**config.mk**
```make
export PLATFORM = sky130hd
export DESIGN_NAME = hmc_tx_token_arbiter
export DESIGN_NICKNAME = d
export VERILOG_FILES = /design/src/rtl/hmc_tx_token_arbiter.sv
export SDC_FILE = /design/constraint.sdc
export NUM_CORES = 1
export LEC_CHECK = 0
export CAP_MARGIN = 5
export CORE_UTILIZATION = 43
export DETAILED_ROUTE_END_ITERATION = 7
export GPL_TIMING_DRIVEN = 1
export PLACE_DENSITY = 0.77
export REMOVE_ABC_BUFFERS = 1
export SLEW_MARGIN = 20
export SYNTH_ARGS = -nofsm -noshare
export SYNTH_HDL_FRONTEND = slang
export SYNTH_SLANG_ARGS = --single-unit
```
**constraint.sdc**
```tcl
create_clock -name clk_hmc -period 5.46 [get_ports clk_hmc]
set_input_delay 1.638 -clock clk_hmc [delete_from_list [all_inputs] [get_ports clk_hmc]]
set_output_delay 1.638 -clock clk_hmc [all_outputs]
set_load 0.1 [all_outputs]
```
**src/rtl/hmc_tx_token_arbiter.sv**
```systemverilog
// hmc_tx_token_arbiter: round-robin TX arbiter that gates grants on HMC input-buffer tokens
module hmc_tx_token_arbiter #(
  parameter int LOG_MAX_HMC_TOKENS = 10,
  parameter int NUM_REQ = 2,
  parameter int LEN_W = 4,
  parameter int RTC_W = 5,
  localparam int SEL_W = NUM_REQ > 1 ? $clog2(NUM_REQ) : 1
) (
  input  logic clk_hmc,
  input  logic res_hmc,
  input  logic [LOG_MAX_HMC_TOKENS-1:0] cfg_init_tokens,
  input  logic cfg_load,
  input  logic [NUM_REQ-1:0] req_valid,
  input  logic [NUM_REQ*LEN_W-1:0] req_len,
  output logic [NUM_REQ-1:0] req_ready,
  output logic tx_valid,
  output logic [SEL_W-1:0] tx_sel,
  output logic [LEN_W-1:0] tx_len,
  input  logic tx_ready,
  input  logic tok_ret_valid,
  input  logic [RTC_W-1:0] tok_ret_cnt,
  output logic [LOG_MAX_HMC_TOKENS-1:0] tokens_avail,
  output logic [1:0] state,
  output logic err
);
  localparam int TW = LOG_MAX_HMC_TOKENS + 1;
  localparam logic [TW-1:0] MAX_TOK = {1'b0, {LOG_MAX_HMC_TOKENS{1'b1}}};
  typedef enum logic [1:0] {IDLE = 2'b00, RUN = 2'b01, ERR = 2'b10} st_t;
  st_t st;
  logic [SEL_W-1:0] ptr, cand, idx;
  logic found, grant, len_bad, ovf;
  logic [LEN_W-1:0] cand_len;
  logic [TW-1:0] sum;
  always_comb begin
    cand = '0;
    idx = '0;
    found = 1'b0;
    for (int k = NUM_REQ - 1; k >= 0; k--) begin
      idx = SEL_W'((int'(ptr) + k) % NUM_REQ);
      if (req_valid[idx]) begin
        found = 1'b1;
        cand = idx;
      end
    end
  end
  assign cand_len = req_len[int'(cand)*LEN_W +: LEN_W];
  assign len_bad = found && (cand_len == '0 || cand_len > LEN_W'(9));
  // strict round-robin: a starved candidate blocks everyone rather than being bypassed
  assign grant = st == RUN && !cfg_load && found && (!tx_valid || tx_ready) && !len_bad &&
                 LOG_MAX_HMC_TOKENS'(cand_len) <= tokens_avail;
  assign req_ready = {{(NUM_REQ-1){1'b0}}, grant} << cand;
  assign sum = {1'b0, tokens_avail} - (grant ? TW'(cand_len) : '0) +
               (tok_ret_valid ? TW'(tok_ret_cnt) : '0);
  assign ovf = sum > MAX_TOK;
  assign state = st;
  always_ff @(posedge clk_hmc) begin
    if (res_hmc) begin
      st <= IDLE;
      tokens_avail <= '0;
      ptr <= '0;
      err <= 1'b0;
      tx_valid <= 1'b0;
      tx_sel <= '0;
      tx_len <= '0;
    end else begin
      if (grant) begin
        tx_valid <= 1'b1;
        tx_sel <= cand;
        tx_len <= cand_len;
        ptr <= SEL_W'((int'(cand) + 1) % NUM_REQ);
      end else if (tx_ready) begin
        tx_valid <= 1'b0;
      end
      if (cfg_load) begin
        tokens_avail <= cfg_init_tokens;
        err <= 1'b0;
        st <= RUN;
      end else if (st == RUN) begin
        tokens_avail <= ovf ? '1 : sum[LOG_MAX_HMC_TOKENS-1:0];
        if (ovf || len_bad) begin
          err <= 1'b1;
          st <= ERR;
        end
      end
    end
  end
endmodule

```
==> impl_metrics.tcl, run 1 <==
set metrics [dict create \
    outcome "finished with violations" \
    violations "setup timing" \
    ys_seq_area_share_pct 21.9 \
    core-area_mm2 0.00377 \
    io_pins 51 \
    area_growth_pct 60.4 \
    synth_most_common_cell "inv_1" \
    crit_path_max_fanout 5 \
    relSlewSlack_pct 34.2 \
    die_y_um 65.6 \
    tightest_slew_ps 985 \
    post_drt_via_cell_ratio 5.58 \
    synth_flop_cell "dfxtp_1" \
    antenna_cells 0 \
    hold_path.class "reg2reg" \
    critPathSlowestCell "a21oi_2" \
    drtIter0Drc 140 \
    port_buffers 50 \
    htree_levels 1 \
    fin_util_pct 73.9 \
    fmax_mhz 181 \
    synth-edff-count 0 \
    critPathMaxStageDelay_ps 240 \
    synth_area_mm2 0.00174 \
    dr.pass1.iters 4 \
    cts_tree "built" \
    place_area_mm2 0.00250 \
    syn_avg_cell_area_um2 7.89 \
    grt_pass1_wl_mm 8.00 \
    drive_above_1_share_pct 27.0 \
    hold_ws_ps 465 \
    power.total_mw 0.862 \
    synthArstFlopShare_pct 0 \
    clock_sinks 19 \
    yosys_warnings 0 \
    grt_pass1_vias 1789 \
    cts_hold_buf 0 \
    drt_drc_violations_left 0 \
    fp.dieW_um 65.6 \
    start_util_pct 46.1 \
    setup_slack_ps -57.1 \
    min_period_ps 5520 \
    finalWeightedCongestion 0.872 \
    cts_buffers 3 \
    synth.largest_area_cell "dfxtp_1" \
    setup_tns_ps -339 \
    cts.reportedPaths.clkPinSlew_ps 80 \
    synth_cells 220 \
    setup_viol 8 \
    track_usage_pct 24.3 \
    dp_hpwl_mm 3.78 \
    crit_required_ps 3820 \
    endpoint_kind "primary output" \
    leakagePower_nw 1.22 \
    hold_viol_final 0 \
    worstSetupStartpointType "input pin" \
    slew_violations 0 \
    antenna_found_initial 0 \
    wl_per_cell_um 16.3 \
    crit_path_cell_trace "clkbuf_2 -> inv_1 -> nor2_4 -> nand2_1 -> nand2_2 -> ha_4 -> a21o_1 -> a21oi_2 -> nor3b_2 -> nor3_2 -> buf_4 -> nand2_4 -> buf_8 -> nor2_4 -> buf_12" \
    synth_top_area_share_pct 21.9 \
    critPathTopFamily "simple AND/OR/NAND/NOR gates" \
    r2r_slack_ps 1010 \
    power_density_mw_per_mm2 310 \
    synth_common_cells "inv_1 (26), nand2_1 (25), dfxtp_1 (19)" \
    fin_area_mm2 0.00279 \
    nets 356 \
    num_rows 22 \
    routed_wl_mm 5.75 \
    period_share_pct 101 \
    root_buffer "clkbuf_8" \
    synthTopCellsByArea "dfxtp_1 (22%), ha_1 (12%), inv_1 (5.6%)" \
    crit_buf_inv 5 \
    clock_path_buffers 2 \
    overflow 0 \
    via_count 1965 \
    critical_path_class "in2out" \
    grt_max_degree 18 \
    crit_top_cell "nor2_4" \
    ant_nets 0 \
    insertion_delay_ps 260 \
    ys_types 52 \
    drv_cap 0 \
    synth_seq_cells 19 \
    worstPathArrival_ps 3880 \
    fin_skew_ps 0.665 \
    ir_drop_v 0.000196 \
    dieArea_mm2 0.00430 \
]
## flip-flops by register name, indices dropped and copies added, names as in the netlist
signal / cells
tokens_avail: 10
tx_len: 4
state: 2
ptr: 1
tx_sel: 1
tx_valid: 1
## metrics by stage
step / instances / setup slack (ps)
6_report: 352 / -57.1
4_1_cts: 345 / 15.1
3_3_place_gp: 340 / -495
2_1_floorplan: 212 / -779
5_1_grt: 352 / -209
3_5_place_dp: 340 / -618
## kinds of logic after synthesis
group                    synth area share (%)
adder cells (fa/ha/maj)                  16.9
AO/OA/AOI/OAI                            26.1
flip-flops                               21.9
multiplexers                             2.59
AND/OR/NAND/NOR                          20.9
XOR/XNOR                                 3.53
buffers and inverters                    8.14
## report_power, final
group / switching (mW) / total [mW] / internal, mW
logic: 0.342 / 0.586 / 0.244
registers: 0.0177 / 0.172 / 0.154
clock network: 0.0526 / 0.105 / 0.0521
## worst paths after layout
path | from | end | cells after the start
worst max-delay path | req_valid[1] | req_ready[1] | 15
worst min-delay path | tx_len[2] | tx_len[2] | 2
worst max register to register | ptr | tokens_avail[7] | 24
worst min register to register | tx_len[2] | tx_len[2] | 2
## worst min-delay path, stage by stage (launching register included)
cell and delay, ps:
dfxtp_1 310, nand2_1 50, mux2i_1 60
## routing by layer
layer | part of all wire [%] | up-vias | track usage (%)
met5 | 0 | - | 0
met4 | 3.0 | 0 | 7.61
met3 | 6.4 | 14 | 2.60
met2 | 47 | 85 | 40.5
met1 | 44 | 918 | 32.6
li1 | - | 948 | -
## layout make-up
class                   instances  area (um^2)
repair buffers                 88          821
clock buffers                   4         45.0
well taps                      48         60.1
flip-flops and latches         19          380
inverters                      26         97.6
fillers                       269          985
multi-input cells             167         1380
## layout by cell type (no fill, tap or decap), types with 4 or more instances in the layout
cell	count
nand2_1	22
buf_4	35
clkdlybuf4s50_1	42
o21ai_1	6
xnor2_1	4
or2_2	4
a21oi_1	17
nor2_1	7
inv_1	24
ha_1	13
a22oi_1	8
dfxtp_1	19
nor2_4	5
dlymetal6s2s_1	4
o21ai_0	10
## what timing repair did
item                                    in CTS  in global routing
setup buffers                                1                  6
gates cloned                                 0                  1
endpoints found under the hold margin        0                  0
pin swaps                                    3                 19
endpoints found under the setup margin      14                 14
resized for setup                           13                 39
Note: power is estimated with default switching activity, not from simulation.
==> run 2, diff against run 1 <==
--- a/config.mk
+++ b/config.mk
@@ -9,7 +9,8 @@
 export CORE_UTILIZATION = 43
 export DETAILED_ROUTE_END_ITERATION = 7
 export GPL_TIMING_DRIVEN = 1
-export PLACE_DENSITY = 0.77
+export MAX_ROUTING_LAYER = met4
+export PLACE_DENSITY = 0.78
 export REMOVE_ABC_BUFFERS = 1
 export SLEW_MARGIN = 20
 export SYNTH_ARGS = -nofsm -noshare
==> run 2 against run 1 <==
Effect of this change: the run now ends clean; clock power hardly changed; critical path depth is 1 higher; wire length is 9.6% higher; largest cell class unchanged; sequential share of layout area is 0.46 points lower; design area is 3.5% higher.
==> impl_metrics.tcl, run 2 (synthesis results as in run 1) <==
set metrics [dict create \
    ir_drop_v 0.000200 \
    die_y_um 65.6 \
    leakagePower_nw 1.26 \
    cts_tree "built" \
    relSlewSlack_pct 33.6 \
    power.total_mw 0.904 \
    slew_violations 0 \
    mostFrequentLayoutCell "clkdlybuf4s50_1" \
    overflow 0 \
    antenna_cells 0 \
    wl_met3_um 375 \
    grt_max_degree 18 \
    num_rows 22 \
    finalWeightedCongestion 0.916 \
    fin_skew_ps 2.81 \
    root_buffer "clkbuf_8" \
    numPlacedInstances 341 \
    cts_hold_buf 0 \
    endpoint_kind "flip-flop" \
    worstPathArrival_ps 5600 \
    top_layer "met4" \
    dr.pass1.iters 4 \
    crit_path_max_fanout 8 \
    crit_required_ps 5620 \
    largest_reg_flops 10 \
    drtIter0Drc 224 \
    worstSetupStartpointType "input pin" \
    reg2reg_from "ptr" \
    hold_path.class "reg2reg" \
    wl_per_cell_um 17.6 \
    nets 362 \
    instances_no_fill 358 \
    io_pins 51 \
    drv_cap 0 \
    insertion_delay_ps 260 \
    clock_sinks 19 \
    min_period_ps 5440 \
    port_buffers 50 \
    rr_endpoint "tokens_avail[8]" \
    fmax_mhz 184 \
    dieArea_mm2 0.00430 \
    grt_pass1_vias 1930 \
    met1_length_mm 2.72 \
    post_drt_via_cell_ratio 5.65 \
    critical_path_class "in2reg" \
    worstSetupStartpoint "req_len[0]" \
    routed_wl_mm 6.31 \
    setup_viol 0 \
    regMostFlops "tokens_avail" \
    r2r_slack_ps 1070 \
    ff2ff_path_depth 21 \
    period_share_pct 99.7 \
    tightest_slew_ps 993 \
    track_usage_pct 28.7 \
    antenna_found_initial 0 \
    core-area_mm2 0.00377 \
    drive_above_1_share_pct 29.7 \
    dp_hpwl_mm 3.83 \
    area_growth_pct 66.1 \
    hold_viol_final 0 \
    power_density_mw_per_mm2 313 \
    fillers 236 \
    grt_pass1_wl_mm 9.07 \
    via_count 2023 \
    cts_buffers 3 \
    fp.dieW_um 65.6 \
    wl_met2_mm 2.93 \
    drt_drc_violations_left 0 \
    outcome "finished, final reports clean" \
    clock_path_buffers 2 \
    most-common-layout-cells "clkdlybuf4s50_1 (42), buf_4 (41), inv_1 (25)" \
    cp-endpoint "state[0]" \
    cts.reportedPaths.clkPinSlew_ps 80 \
    ant_nets 0 \
    start_util_pct 46.1 \
    htree_levels 1 \
]
==> run 2: repair_timing <==
item,in CTS,in global routing
endpoints found under the setup margin,14,14
buffers inserted,3,10
pin swaps,3,25
resized for setup,20,38
==> run 2: worst max-delay path: stages <==
cell and delay [ps]:
clkdlybuf4s50_1 460, or4_1 620, a31oi_4 180, and4b_4 240, buf_4 160, and3_4 180
fa_1 490, inv_1 60, ha_1 330, o211a_1 220, o31a_1 140, o21ba_4 240
o221ai_4 170, buf_6 170, a21oi_4 40, o31a_1 260
==> run 2: worst min path at each step <==
stage,startpoint,endpoint,slack [ps],depth (start not counted)
floorplan,ptr,ptr,460,2
global placement,tx_len[1],tx_len[1],450,2
detailed placement,tx_len[2],tx_len[2],460,2
CTS,tx_len[1],tx_len[1],470,2
global route,tx_len[2],tx_len[2],500,2
finish,tx_len[1],tx_len[1],460,2
==> run 2: power breakdown <==
group	leakage, nW	internal, mW	total (mW)	switching (mW)
sequential	0.157	0.154	0.173	0.0186
combinational	1.08	0.267	0.627	0.359
clock	0.0228	0.0521	0.104	0.0524
total	1.26	0.474	0.904	0.431
==> run 2: final cells by class <==
class | count | area [um^2] | area share (%)
Multi-Input combinational cell | 167 | 1430 | 49.5
Tap cell | 48 | 60.1 | 2.08
Timing Repair Buffer | 94 | 872 | 30.2
Clock buffer | 4 | 45.0 | 1.56
Inverter | 26 | 97.6 | 3.38
Sequential cell | 19 | 380 | 13.2
==> run 2: stage by stage <==
step	hold WS [ps]	instance area, um^2	util, %	setup TNS [ps]	setup slack [ps]
2_1_floorplan	457	1690	-	-3190	-779
3_3_place_gp	452	2510	66.5	-5510	-482
3_5_place_dp	456	2510	66.5	-7140	-592
4_1_cts	469	2660	70.5	0	29.1
5_1_grt	504	2880	76.5	-627	-103
6_report	462	2880	76.5	0	18.4
==> run 2: per-layer routing <==
layer / GRT usage (%) / vias to the layer above
li1: - / 954
met1: 36.2 / 952
met2: 45.4 / 91
met3: 2.43 / 26
met4: 15.2 / 0
met5: - / -
